`src/rtl/i2c_pkg.sv`:
```
// Shared I2C definitions: FSM state encoding, byte framing constants and the
// line-event bundle produced by i2c_line_sync (also used by i2c_master).
package i2c_pkg;

    typedef enum logic [2:0] {
        ST_IDLE      = 3'd0,
        ST_ADDR      = 3'd1,
        ST_ADDR_ACK  = 3'd2,
        ST_WRITE     = 3'd3,
        ST_WRITE_ACK = 3'd4,
        ST_READ      = 3'd5,
        ST_READ_ACK  = 3'd6,
        ST_IGNORE    = 3'd7
    } state_e;

    localparam logic [3:0] BITS_PER_BYTE = 4'd8;

    // Level of a released open-drain line; synchronizers reset to it so that
    // leaving reset never fabricates a START or STOP.
    localparam logic LINE_IDLE = 1'b1;

    typedef struct packed {
        logic scl_rise;
        logic scl_fall;
        logic start;
        logic stop;
    } line_evt_t;

endpackage

```
`src/rtl/i2c_line_sync.sv`:
```
// SCL/SDA synchronizer with one extra registered copy for edge detection;
// reports SCL edges and START/STOP conditions as single-cycle events.
module i2c_line_sync
    import i2c_pkg::*;
#(
    parameter int SYNC_STAGES = 2
) (
    input  logic      clk,
    input  logic      rst,
    input  logic      scl_in,
    input  logic      sda_in,
    output logic      sda,
    output line_evt_t evt
);

    logic [SYNC_STAGES-1:0] scl_sync_q, scl_sync_d;
    logic [SYNC_STAGES-1:0] sda_sync_q, sda_sync_d;
    logic                   scl_prev_q, scl_prev_d;
    logic                   sda_prev_q, sda_prev_d;
    logic                   scl;

    always_comb begin
        scl_sync_d = {scl_sync_q[SYNC_STAGES-2:0], scl_in};
        sda_sync_d = {sda_sync_q[SYNC_STAGES-2:0], sda_in};
        scl_prev_d = scl_sync_q[SYNC_STAGES-1];
        sda_prev_d = sda_sync_q[SYNC_STAGES-1];
    end

    always_ff @(posedge clk or posedge rst) begin
        if (rst) begin
            scl_sync_q <= {SYNC_STAGES{LINE_IDLE}};
            sda_sync_q <= {SYNC_STAGES{LINE_IDLE}};
            scl_prev_q <= LINE_IDLE;
            sda_prev_q <= LINE_IDLE;
        end else begin
            scl_sync_q <= scl_sync_d;
            sda_sync_q <= sda_sync_d;
            scl_prev_q <= scl_prev_d;
            sda_prev_q <= sda_prev_d;
        end
    end

    assign scl = scl_sync_q[SYNC_STAGES-1];
    assign sda = sda_sync_q[SYNC_STAGES-1];

    // START/STOP require SCL high in both samples so an SDA change that races
    // an SCL edge is never misread as a bus condition.
    always_comb begin
        evt.scl_rise = scl & ~scl_prev_q;
        evt.scl_fall = ~scl & scl_prev_q;
        evt.start    = scl & scl_prev_q & sda_prev_q & ~sda;
        evt.stop     = scl & scl_prev_q & ~sda_prev_q & sda;
    end

endmodule

```
`src/rtl/i2c_target.sv`:
```
// I2C target: address match, write-byte delivery and read-byte serving over an
// oversampled open-drain bus, with a host-side byte interface.
module i2c_target
    import i2c_pkg::*;
#(
    parameter logic [6:0] TARGET_ADDR = 7'h44,
    parameter int         SYNC_STAGES = 2
) (
    input  logic       clk,
    input  logic       rst,
    input  logic       scl_in,
    input  logic       sda_in,
    output logic       sda_oe,
    output logic [7:0] rx_data,
    output logic       rx_valid,
    input  logic       ack_en,
    input  logic [7:0] tx_data,
    output logic       tx_req,
    output logic       busy,
    output logic       rw,
    output logic       stop_seen
);

    logic      sda;
    line_evt_t evt;

    state_e     state_q, state_d;
    logic [3:0] bit_cnt_q, bit_cnt_d;
    logic [7:0] shift_q, shift_d;
    logic [7:0] rx_data_q, rx_data_d;
    logic       sda_oe_q, sda_oe_d;
    logic       rx_valid_q, rx_valid_d;
    logic       tx_req_q, tx_req_d;
    logic       busy_q, busy_d;
    logic       rw_q, rw_d;
    logic       stop_seen_q, stop_seen_d;

    i2c_line_sync #(.SYNC_STAGES(SYNC_STAGES)) u_line_sync (
        .clk    (clk),
        .rst    (rst),
        .scl_in (scl_in),
        .sda_in (sda_in),
        .sda    (sda),
        .evt    (evt)
    );

    always_comb begin
        state_d     = state_q;
        bit_cnt_d   = bit_cnt_q;
        shift_d     = shift_q;
        rx_data_d   = rx_data_q;
        sda_oe_d    = sda_oe_q;
        rx_valid_d  = 1'b0;
        tx_req_d    = 1'b0;
        busy_d      = busy_q;
        rw_d        = rw_q;
        stop_seen_d = 1'b0;

        if (evt.stop) begin
            state_d     = ST_IDLE;
            bit_cnt_d   = 4'd0;
            sda_oe_d    = 1'b0;
            busy_d      = 1'b0;
            stop_seen_d = 1'b1;
        end else if (evt.start) begin
            state_d   = ST_ADDR;
            bit_cnt_d = 4'd0;
            sda_oe_d  = 1'b0;
        end else begin
            case (state_q)
                ST_ADDR: begin
                    if (evt.scl_rise) begin
                        shift_d   = {shift_q[6:0], sda};
                        bit_cnt_d = bit_cnt_q + 4'd1;
                    end else if (evt.scl_fall && bit_cnt_q == BITS_PER_BYTE) begin
                        bit_cnt_d = 4'd0;
                        if (shift_q[7:1] == TARGET_ADDR) begin
                            rw_d     = shift_q[0];
                            busy_d   = 1'b1;
                            sda_oe_d = 1'b1;
                            tx_req_d = shift_q[0];
                            state_d  = ST_ADDR_ACK;
                        end else begin
                            busy_d  = 1'b0;
                            state_d = ST_IGNORE;
                        end
                    end
                end
                // Also re-entered after a master ACK in READ_ACK: the fall that
                // ends an ACK slot loads the next read byte the same way.
                ST_ADDR_ACK: begin
                    if (evt.scl_fall) begin
                        bit_cnt_d = 4'd0;
                        sda_oe_d  = 1'b0;
                        if (rw_q) begin
                            shift_d  = tx_data;
                            sda_oe_d = ~tx_data[7];
                            state_d  = ST_READ;
                        end else begin
                            state_d = ST_WRITE;
                        end
                    end
                end
                ST_WRITE: begin
                    if (evt.scl_rise) begin
                        shift_d   = {shift_q[6:0], sda};
                        bit_cnt_d = bit_cnt_q + 4'd1;
                        if (bit_cnt_q == BITS_PER_BYTE - 4'd1) begin
                            rx_data_d  = {shift_q[6:0], sda};
                            rx_valid_d = 1'b1;
                        end
                    end else if (evt.scl_fall && bit_cnt_q == BITS_PER_BYTE) begin
                        bit_cnt_d = 4'd0;
                        sda_oe_d  = ack_en;
                        state_d   = ST_WRITE_ACK;
                    end
                end
                ST_WRITE_ACK: begin
                    if (evt.scl_fall) begin
                        bit_cnt_d = 4'd0;
                        sda_oe_d  = 1'b0;
                        state_d   = ST_WRITE;
                    end
                end
                ST_READ: begin
                    if (evt.scl_rise) begin
                        bit_cnt_d = bit_cnt_q + 4'd1;
                    end else if (evt.scl_fall) begin
                        if (bit_cnt_q == BITS_PER_BYTE) begin
                            bit_cnt_d = 4'd0;
                            sda_oe_d  = 1'b0;
                            state_d   = ST_READ_ACK;
                        end else begin
                            shift_d  = {shift_q[6:0], 1'b0};
                            sda_oe_d = ~shift_q[6];
                        end
                    end
                end
                ST_READ_ACK: begin
                    if (evt.scl_rise) begin
                        if (!sda) begin
                            tx_req_d = 1'b1;
                            state_d  = ST_ADDR_ACK;
                        end else begin
                            busy_d  = 1'b0;
                            state_d = ST_IGNORE;
                        end
                    end
                end
                default: begin
                end
            endcase
        end
    end

    always_ff @(posedge clk or posedge rst) begin
        if (rst) begin
            state_q     <= ST_IDLE;
            bit_cnt_q   <= 4'd0;
            shift_q     <= 8'h00;
            rx_data_q   <= 8'h00;
            sda_oe_q    <= 1'b0;
            rx_valid_q  <= 1'b0;
            tx_req_q    <= 1'b0;
            busy_q      <= 1'b0;
            rw_q        <= 1'b0;
            stop_seen_q <= 1'b0;
        end else begin
            state_q     <= state_d;
            bit_cnt_q   <= bit_cnt_d;
            shift_q     <= shift_d;
            rx_data_q   <= rx_data_d;
            sda_oe_q    <= sda_oe_d;
            rx_valid_q  <= rx_valid_d;
            tx_req_q    <= tx_req_d;
            busy_q      <= busy_d;
            rw_q        <= rw_d;
            stop_seen_q <= stop_seen_d;
        end
    end

    assign sda_oe    = sda_oe_q;
    assign rx_data   = rx_data_q;
    assign rx_valid  = rx_valid_q;
    assign tx_req    = tx_req_q;
    assign busy      = busy_q;
    assign rw        = rw_q;
    assign stop_seen = stop_seen_q;

endmodule
```
`config.mk`:
```
export PLATFORM = sky130hd
export DESIGN_NAME = i2c_target
export DESIGN_NICKNAME = d
export VERILOG_FILES = /design/src/rtl/i2c_pkg.sv /design/src/rtl/i2c_line_sync.sv /design/src/rtl/i2c_target.sv
export SDC_FILE = /design/constraint.sdc
export NUM_CORES = 1
export LEC_CHECK = 0
export ABC_CLOCK_PERIOD_IN_PS = 2090
export CAP_MARGIN = 0
export CORE_ASPECT_RATIO = 0.8
export CORE_UTILIZATION = 56
export DETAILED_ROUTE_END_ITERATION = 10
export DONT_BUFFER_PORTS = 1
export MAX_ROUTING_LAYER = met4
export PLACE_DENSITY = 0.75
export REMOVE_ABC_BUFFERS = 1
export SYNTH_ARGS = -nofsm -noshare
export SYNTH_HDL_FRONTEND = slang
export SYNTH_SLANG_ARGS = --single-unit
```
`constraint.sdc`:
```
create_clock -name clk -period 2.09 [get_ports clk]
set_input_delay 0.1045 -clock clk [delete_from_list [all_inputs] [get_ports clk]]
set_output_delay 0.1045 -clock clk [all_outputs]
set_load 0.05 [all_outputs]
```
==> metrics.txt <==
Finished Layout Cells=246; fill count=approximately 230; final core utilization=0.694; row cnt=18; Hold Crit Class=input pin to flop; Worst Setup Path Type=flop to flop; vias post-DR=about 1500; Primary FF master, synth=dfrtp_1; Layout area overhead=14.0%; placed instance area=0.00202 mm2; number of flops mapped to enable cells by yosys=0; crit path capture type=flop; H-tree Lvls=2; initial antenna violation count=0; Req. time, crit path=approximately 2300 ps; Starting Density=0.609; worst vdd ir=just under 0.8 mV; RePlAce Congestion=1.01; Syn Inst Count=189; Setup TNS=0 ps; cell area after synthesis=0.00193 mm2; max-capacitance violation count=0; Iteration-0 DRC Markers=108; core region area=0.00318 mm2; Worst-path clk slew=70 ps; unrepaired setup endpoints after global routing=no; final hold violations=0; Die Ht=roughly 55 um; post-route minimum period=2030 ps; top cells by area, synth=dfrtp_1 38%, dfstp_2 8.2%, mux2i_1 5.2%, mux2_2 4.7%, ha_1 3.9%; Yosys top cell area share=0.375; critical-path maximum fanout=3; Mean Syn Cell Area=between 10 and 15 um2; sequential cell area=slightly below 900 um2; leakage=1.00 nW; Die X=slightly below 70 um; Post-Place Cells=roughly 230; final worst-path cycle share=0.973; largest net degree at the start of global routing=36; vias in the first global route=~1400; PD cells=between 1000 and 1500 mW/mm2; # DRC=0; outcome=finished, final reports clean; FMAX=0.492 GHz; Async SR Flop Fraction=1.00; post-DP HPWL=about 2.8 mm; CTS tree=yes; commonest cells after routing, fill and taps aside=29 x dfrtp_1, 19 x nor2_1, 14 x nand2_1, 14 x buf_4, 10 x mux2i_1; post-synth cell types=52; Multi-input gate area=991 um2; # setup viols final=0; leading area contributor after synthesis=dfrtp_1; Design Area, Final=roughly 0.0022 mm2; # clock sinks=35; vias per cell=between 6 and 7; post-synthesis sequential area ratio=0.457; antenna viol nets, final=0; number of port buffers=0; clk_skew=a little over 7 ps; commonest non-fill, non-tap cell in the layout=dfrtp_1; Congestion Overflow GR=0; nets=roughly 220; CTS buffer count=5; Post-Route WL=between 4 and 5 mm; clk_lat worst skew=280 ps; Max Transition Viols Final=0; GRT Total Usage=0.260; YS warnings=0; Startpoint Class=flop; Worst-Margin Slew=just under 500 ps; Ports=27; layout cells sized above 1=0.238; first-pass iteration count of the detailed router=4; Slew headroom=0.669; flops & latches, synth=35; Max clock buf depth=2; die area=0.00369 mm2; CTS Root Buffer Type=clkbuf_8; number of diodes=0; hold_ws=~35 ps; WL/cell=16.4 um; first-pass GRT wire length=6.58 mm; Worst EP arrival=2210 ps
-- final cells by class --
type / instances / area share
multi-input combinational: 137 / 0.450
sequential: 35 / 0.401
timing repair buffer: 17 / 0.0613
clock buffer: 6 / 0.0329
tap: 40 / 0.0227
clock inverter: 2 / 0.0170
inverter: 9 / 0.0153
-- layer usage --
| metal | global-route usage | share of wire | wire length (um) |
|---|---|---|---|
| met5 | - | 0 | 0 |
| met4 | 0.117 | 0.016 | 65 |
| met2 | 0.365 | 0.46 | 1860 |
| met3 | 0.0771 | 0.047 | 188 |
| met1 | 0.346 | 0.48 | 1930 |
-- worst max-delay path, stage by stage, from the launching register on --
cell	delay, ps
dfstp_2	550
inv_1	50
ha_2	180
nand2b_4	140
or4b_4	500
nor2_2	140
nand2_1	80
mux2_4	300
-- per-stage QoR --
stage                     power (mW)  setup WS, ps
after floorplan                 1.81         -26.4
after global placement          2.07          49.3
after detailed placement        2.11          23.3
after CTS                       2.71          11.8
after global routing            2.94          7.02
final                           2.77          56.1
-- timing repair --
action / in CTS / in global routing
setup endpoints to repair: 0 / 11
hold buffers: 3 / 0
hold endpoints to repair: 31 / 0
resized for setup: 0 / 4
setup buffers: 0 / 3
-- sequential cells by signal, summed over array words and instances (netlist names), 2 cells and up --
signal / flops
shift_q: 8
u_line_sync.sda_sync_q: 2
u_line_sync.scl_sync_q: 2
bit_cnt_q: 4
state_q: 3
rx_data: 8
-- report_power, final --
part | total, mW | switching [mW] | internal [mW]
Combinational | 1.14 | 0.619 | 0.523
Sequential | 1.03 | 0.220 | 0.812
Clock | 0.600 | 0.244 | 0.356
-- synthesized netlist by cell type (2+ instances only) --
library cell  count
dfrtp_1          29
nor2_1           19
nand2_1          14
mux2i_1          10
a21oi_1           9
inv_1             9
mux2_2            8
nand3_1           7
dfstp_2           6
ha_1              6
nand4_1           5
a31oi_1           4
buf_2             4
o21ai_0           4
nand2b_1          3
nor2b_1           3
nor3_1            3
a211oi_1          2
a22oi_1           2
and2_1            2
clkbuf_1          2
nand3b_1          2
nor3b_1           2
o211ai_1          2
o21bai_1          2
o22a_1            2
or2_2             2
xor2_1            2
-- worst paths after layout --
path / from / endpoint / slack (ps) / depth (start not counted)
max: u_line_sync.scl_prev_q$_DFF_PP1_ / rw$_DFFE_PP0P_ / 60 / 7
min: tx_data[6] / shift_q[6]$_DFFE_PP0P_ / 40 / 2
max reg2reg: u_line_sync.scl_prev_q$_DFF_PP1_ / rw$_DFFE_PP0P_ / 60 / 7
min reg2reg: u_line_sync.scl_sync_q[0]$_DFF_PP1_ / u_line_sync.scl_sync_q[1]$_DFF_PP1_ / 360 / 0
max in group asynchronous: rst / u_line_sync.scl_sync_q[1]$_DFF_PP1_ / 1400 / 3
min in group asynchronous: rst / rx_data[1]$_DFFE_PP0P_ / 350 / 3
-- cells by family (layout without fill, tap and decap cells) --
group                    count (synthesis)  in the layout  synth area share
AND/OR/NAND/NOR                         72             72             0.204
AO/OA/AOI/OAI                           38             38             0.144
flip-flops                              35             35             0.457
multiplexers                            19             19             0.106
buffers and inverters                   17             34            0.0414
adder cells (fa/ha/maj)                  6              6            0.0388
XOR/XNOR                                 2              2           0.00906
No activity file was read; power rests on OpenSTA's default activity.
